<file path="src/rtl/reg_move_controller.sv">
// reg_move_controller: sequences LOAD/MOVE/READ/SWAP commands onto a single-port register bank.
//   clk, rst_n             : clock, asynchronous active-low reset
//   cmd_valid/ready        : command handshake; cmd_op/dst/src/imm latched on accept
//   rsp_valid/ready        : response handshake; rsp_data holds the result while in RESP
//   busy                   : high whenever a command is in flight
//   bank_reg_sel/data_in/en: register bank select, write data and write enable
//   bank_data_out          : combinational read data of bank_reg_sel
module reg_move_controller #(
    parameter int DATA_W = 8,
    parameter int SEL_W  = 3
) (
    input  logic              clk,
    input  logic              rst_n,
    input  logic              cmd_valid,
    output logic              cmd_ready,
    input  logic [1:0]        cmd_op,
    input  logic [SEL_W-1:0]  cmd_dst,
    input  logic [SEL_W-1:0]  cmd_src,
    input  logic [DATA_W-1:0] cmd_imm,
    output logic              rsp_valid,
    input  logic              rsp_ready,
    output logic [DATA_W-1:0] rsp_data,
    output logic              busy,
    output logic [SEL_W-1:0]  bank_reg_sel,
    output logic [DATA_W-1:0] bank_data_in,
    output logic              bank_en,
    input  logic [DATA_W-1:0] bank_data_out
);
    localparam logic [2:0] S_IDLE = 3'd0;
    localparam logic [2:0] S_RD_A = 3'd1;
    localparam logic [2:0] S_RD_B = 3'd2;
    localparam logic [2:0] S_WR_A = 3'd3;
    localparam logic [2:0] S_WR_B = 3'd4;
    localparam logic [2:0] S_RESP = 3'd5;
    localparam logic [1:0] OP_LOAD = 2'b00;
    localparam logic [1:0] OP_MOVE = 2'b01;
    localparam logic [1:0] OP_SWAP = 2'b11;
    logic [2:0]        r_state;
    logic [2:0]        w_next;
    logic [1:0]        r_op;
    logic [SEL_W-1:0]  r_dst;
    logic [SEL_W-1:0]  r_src;
    logic [DATA_W-1:0] r_imm;
    logic [DATA_W-1:0] r_ta;
    logic [DATA_W-1:0] r_tb;
    logic              r_ready;
    logic              w_acc;
    // r_ready keeps cmd_ready low until the first edge after reset release
    assign cmd_ready = r_ready && (r_state == S_IDLE);
    assign w_acc     = cmd_valid && cmd_ready;
    always_comb begin
        w_next = (r_state == S_IDLE) ? (w_acc ? ((cmd_op == OP_LOAD) ? S_WR_A : S_RD_A) : S_IDLE) :
                 (r_state == S_RD_A) ? ((r_op == OP_MOVE) ? S_WR_A : (r_op == OP_SWAP) ? S_RD_B : S_RESP) :
                 (r_state == S_RD_B) ? S_WR_A :
                 (r_state == S_WR_A) ? ((r_op == OP_SWAP) ? S_WR_B : S_RESP) :
                 (r_state == S_WR_B) ? S_RESP :
                 (r_state == S_RESP) ? (rsp_ready ? S_IDLE : S_RESP) :
                 S_IDLE;
    end
    always_ff @(posedge clk or negedge rst_n) begin
        if (!rst_n) begin
            r_state <= S_IDLE;
            r_ready <= 1'b0;
            r_op    <= '0;
            r_dst   <= '0;
            r_src   <= '0;
            r_imm   <= '0;
            r_ta    <= '0;
            r_tb    <= '0;
        end else begin
            r_state <= w_next;
            r_ready <= 1'b1;
            if (w_acc) begin
                r_op  <= cmd_op;
                r_dst <= cmd_dst;
                r_src <= cmd_src;
                r_imm <= cmd_imm;
            end
            if (r_state == S_RD_A) r_ta <= bank_data_out;
            if (r_state == S_RD_B) r_tb <= bank_data_out;
        end
    end
    assign busy         = (r_state != S_IDLE);
    assign rsp_valid    = (r_state == S_RESP);
    // temp A holds the source value for MOVE, READ and SWAP alike
    assign rsp_data     = (r_state == S_RESP) ? ((r_op == OP_LOAD) ? r_imm : r_ta) : '0;
    assign bank_en      = (r_state == S_WR_A) || (r_state == S_WR_B);
    assign bank_reg_sel = ((r_state == S_RD_A) || (r_state == S_WR_B)) ? r_src :
                          ((r_state == S_RD_B) || (r_state == S_WR_A)) ? r_dst : '0;
    assign bank_data_in = (r_state == S_WR_A) ? ((r_op == OP_LOAD) ? r_imm : r_ta) :
                          (r_state == S_WR_B) ? r_tb : '0;
endmodule

</file>
<file path="config.mk">
export PLATFORM = sky130hd
export DESIGN_NAME = reg_move_controller
export DESIGN_NICKNAME = d
export VERILOG_FILES = /design/src/rtl/reg_move_controller.sv
export SDC_FILE = /design/constraint.sdc
export NUM_CORES = 1
export LEC_CHECK = 0
export CAP_MARGIN = 20
export CORE_MARGIN = 2
export CORE_UTILIZATION = 65
export CTS_CLUSTER_DIAMETER = 200
export DETAILED_ROUTE_END_ITERATION = 10
export DONT_BUFFER_PORTS = 1
export GPL_TIMING_DRIVEN = 1
export PLACE_DENSITY = 0.8
export SLEW_MARGIN = 25
export SYNTH_ARGS = -nofsm -noshare
export SYNTH_HDL_FRONTEND = slang
export SYNTH_SLANG_ARGS = --single-unit
</file>
<file path="constraint.sdc">
create_clock -name clk -period 2.7 [get_ports clk]
set_input_delay 0.54 -clock clk [delete_from_list [all_inputs] [get_ports clk]]
set_output_delay 0.54 -clock clk [all_outputs]
set_load 0.02 [all_outputs]
</file>
### Yosys cells after proc, flatten, opt, wreduce, memory -nomap -nowiden

Cells that the tools add are included.

* muxes and demuxes: 18
* reductions and logical operators: 9
* eq/ne operators: 7

Operator list (count)
* 3-bit two-way mux: 11
* 8-bit two-way mux: 4
* 3-bit by 2-bit == test with 1-bit output (second input constant): 2
* 3-bit == test (second input constant): 2
* 2-bit zero test: 2
* 2-bit two-way mux: 2
* 3-bit by 1-bit == test with 1-bit output (second input constant): 1
* 3-bit zero test: 1
* 1-bit logical OR: 3
* 3-bit nonzero test: 1
* 2-bit by 1-bit == test with 1-bit output (second input constant): 1
* 2-bit == test (second input constant): 1
* 1-bit logical AND: 2
* 1-bit two-way mux: 1

* output and inout bits: 23
* bits in registers: 36

### Depth between registers and ports, before layout

* depth in word-level cells: 7
* depth in mapped cells: 5

### Worst setup path before layout

OpenSTA, ideal clock, no wires.

* path kind: register -> output
* start: reg r_state[2]
* end: out bank_reg_sel[0]
* cell stages (with the launch flop): 5
* required time: 2.160 ns
* setup slack: 0.743 ns
* buffers on the path: 1
* data arrival time: 1.417 ns
* cell sequence: dfrtp_1 buf_2 xor2_1 nand2_1 o21ai_0

* word-level cells in the longest chain between the ends: 4
* elaborated cells on any way between the ends: 8

Ends and longest elaborated chain
* from (decl): line 38 `logic [2:0] r_state;`
* from (signal assigned): line 71 `r_state <= w_next;`
* 3-bit by 2-bit == test with 1-bit output: line 89 `((r_state == S_RD_B) || (r_state == S_WR_A)) ? r_dst : '0;`
* 1-bit logical OR: line 89
* 3-bit two-way mux: line 89
* 3-bit two-way mux *: line 88 `assign bank_reg_sel = ((r_state == S_RD_A) || (r_state == S_WR_B)) ? r_src :`
* to (decl): line 24 `output logic [SEL_W-1:0] bank_reg_sel,`

Every way passes the cells marked *; elsewhere a longest branch is shown, timed or not.

### Worst setup path after layout

* start: reg r_state[1]
* end: out bank_data_in[1]

* word-level cells in the longest chain between the ends: 3
* elaborated cells on any way between the ends: 4

Ends and longest elaborated chain
* 3-bit == test: line 91 `(r_state == S_WR_B) ? r_tb : '0;`
* 8-bit two-way mux: line 91
* 8-bit two-way mux *: line 90 `assign bank_data_in = (r_state == S_WR_A) ? ((r_op == OP_LOAD) ? r_imm : r_ta) :`
* to (decl): line 25 `output logic [DATA_W-1:0] bank_data_in,`

Marked as above.

==> metrics <==
Distinct cells, synth=27; 1st-iter DRT viols=23; Slew @ Worst Pin=a little over 0.6 ns; RSZ-0062 raised after global routing=yes; Detailed Routing Iterations Pass 1=4; Vias=around 1100; crit start category=flip-flop; Hold WS=about 0.013 ns; Die X=roughly 56 um; status=finished, final reports clean; placed inst area=~1800 um2; Core Area=between 2000 and 2500 um2; Rows=18; relative max-transition margin=59.47%; Max-Cap Viols=0; vias in the first global route=around 1100; asr flop ratio synth=100.0%; Finish-stage setup viols=0; endpoint type of the worst setup path=output pin; routed wire length=around 3300 um; share of cells above drive strength 1=35.51%; total grt overflow=0; Ports=between 50 and 60; # diodes=0; Post-CTS Setup Bufs=0; Data arrival, critical path=just over 2 ns; htree depth=2; first-pass GRT wire length=about 5400 um; mapped cell area=around 1700 um2; CTS tree=built; area grow syn2layout=6.417%; clk buf depth=2; most area-consuming cells after synthesis=dfrtp_1 52%, mux2_2 16%, mux2_4 6.9%; kind of critical path=reg2out; Clock Sinks=36; pwr dens=around 1400 nW/um2; Tot Pwr=2.514 mW; Final nets=approximately 170; Clock transition at path regs=approximately 0.11 ns; Post-Syn Nets=160; number of port buffers=0; Final Cell Area=about 1800 um2; CTS root buf=clkbuf_4; starting density of the core=a little under 70%; Lkg Pwr=0.8095 nW; Num CTS Buffers=5; clk_lat worst skew=~0.34 ns; Gate Count Post-Synth=between 100 and 150; die footprint=between 3000 and 4000 um2; post-DR vias/cell=about 6.3; Synth Warn #=0; Syn Area/Cell=roughly 13 um2; DR WL/cell=slightly below 20 um; Peak Freq=between 0.3 and 0.4 GHz; Final Max Tran Viols=0; detailed-placement wirelength estimate=roughly 2200 um; die height=approximately 56 um; # DRC=0; register area share after synthesis=about half; area leader, netlist=dfrtp_1; HP Class=in2async; GR Util All Layers=roughly 23%; ANT nets after route=0; required time of the critical path=around 2.2 ns; crit path max fanout=12; largest net degree at the start of global routing=37; total negative slack=0 ns; EDFF count, synth=0; Final Hold Viols=0; fin crit period=2.591 ns; final period utilization=a little over nine tenths; Layout Skew=roughly 0.0051 ns; initial antenna violation count=0; peak supply drop=between 900 and 1000 uV; Seq cells post-synth=36; top cell type's share of synthesized area=51.91%; Main synth FF type=dfrtp_1; GPL Wtd Cong=approximately 0.70
==> Yosys cell counts (2+ instances only) <==
library cell and n:
dfrtp_1 36, mux2_4 8, o2bb2ai_1 8, nor3b_4 2, a21oi_1 2, buf_6 2
inv_1 3, o21ai_0 4, nand2_1 10, nor2_1 9, buf_2 2, mux2_2 24
mux2i_1 8
==> critical path: stages, from the launching register on <==
cell and delay, ns:
dfrtp_1 0.60, nor2b_1 0.27, nand2_1 0.32, o2bb2ai_1 0.52
==> per-stage QoR <==
stage	setup slack, ns	util [%]	cells
detailed placement	0.5062	70.07	159
global route	-0.08260	73.87	168
floorplan	0.7429	-	132
finish	0.1092	73.87	168
CTS	0.1092	73.37	168
global placement	0.5999	70.07	159
==> logic make-up (layout without fill, tap and decap cells) <==
kind of cell              after synthesis  in the layout  share of synthesized area [%]
DFF                                    36             36                          51.91
xor gates and xnor gates                1              1                         0.5048
buffers and inverters                   8             14                          2.739
other                                   1              1                         0.2161
AOI/OAI and AO/OA                      17             17                          7.138
and+or+nand+nor                        29             29                          10.38
muxes                                  40             40                          27.11
==> final timing paths <==
path	from	endpoint	slack [ns]	depth (start not counted)
max	r_state[1]$_DFF_PN0_	bank_data_in[1]	0.11	3
min	rst_n	r_tb[3]$_DFFE_PN0P_	0.01	1
max in group asynchronous	rst_n	r_tb[4]$_DFFE_PN0P_	2.50	1
min reg2reg	r_ta[7]$_DFFE_PN0P_	r_ta[7]$_DFFE_PN0P_	0.52	1
max reg2reg	r_state[1]$_DFF_PN0_	r_tb[4]$_DFFE_PN0P_	1.03	2
min in group clk	cmd_op[0]	r_state[1]$_DFF_PN0_	0.28	1
==> flip-flops by register name, summed over array words and instances, names as in the netlist <==
signal   count
r_imm        8
r_state      3
r_ta         8
r_dst        3
r_ready      1
r_src        3
r_tb         8
r_op         2
==> cells in the final DEF, fill, tap and decap left out, types with 2 or more instances in the layout <==
master     count
dfrtp_1       36
inv_1          3
nor2_1         9
nor3b_4        2
o2bb2ai_1      6
clkbuf_4       5
mux2_2        24
o2bb2ai_2      2
o21ai_0        4
a21oi_1        2
mux2_4         8
mux2i_1        8
buf_4          2
nand2_1       10
==> final cells by class <==
| type | instances | area, um2 |
|---|---|---|
| timing repair buffer | 3 | 35.03 |
| tap | 30 | 37.54 |
| clock buffer | 7 | 55.05 |
| clock inverter | 1 | 7.507 |
| sequential | 36 | 900.9 |
| inverter | 3 | 11.26 |
| fill | 176 | 653.1 |
| multi-input combinational | 88 | 799.5 |
==> power by group <==
part / switching, mW / internal, mW
clock: 0.185 / 0.128
combinational: 0.637 / 0.523
sequential: 0.235 / 0.806
total: 1.06 / 1.46
==> what timing repair did <==
action / in CTS / in global routing
hold buffers: 1 / 0
hold endpoints to repair: 36 / 0
setup endpoints to repair: 0 / 8
resized for setup: 0 / 2
==> routing by layer <==
metal  wire, um  GRT usage [%]
met5          0              0
met4         46          9.059
met3        154          6.744
met2       1698          36.56
met1       1380          30.36
No activity file was read; power rests on OpenSTA's default activity.
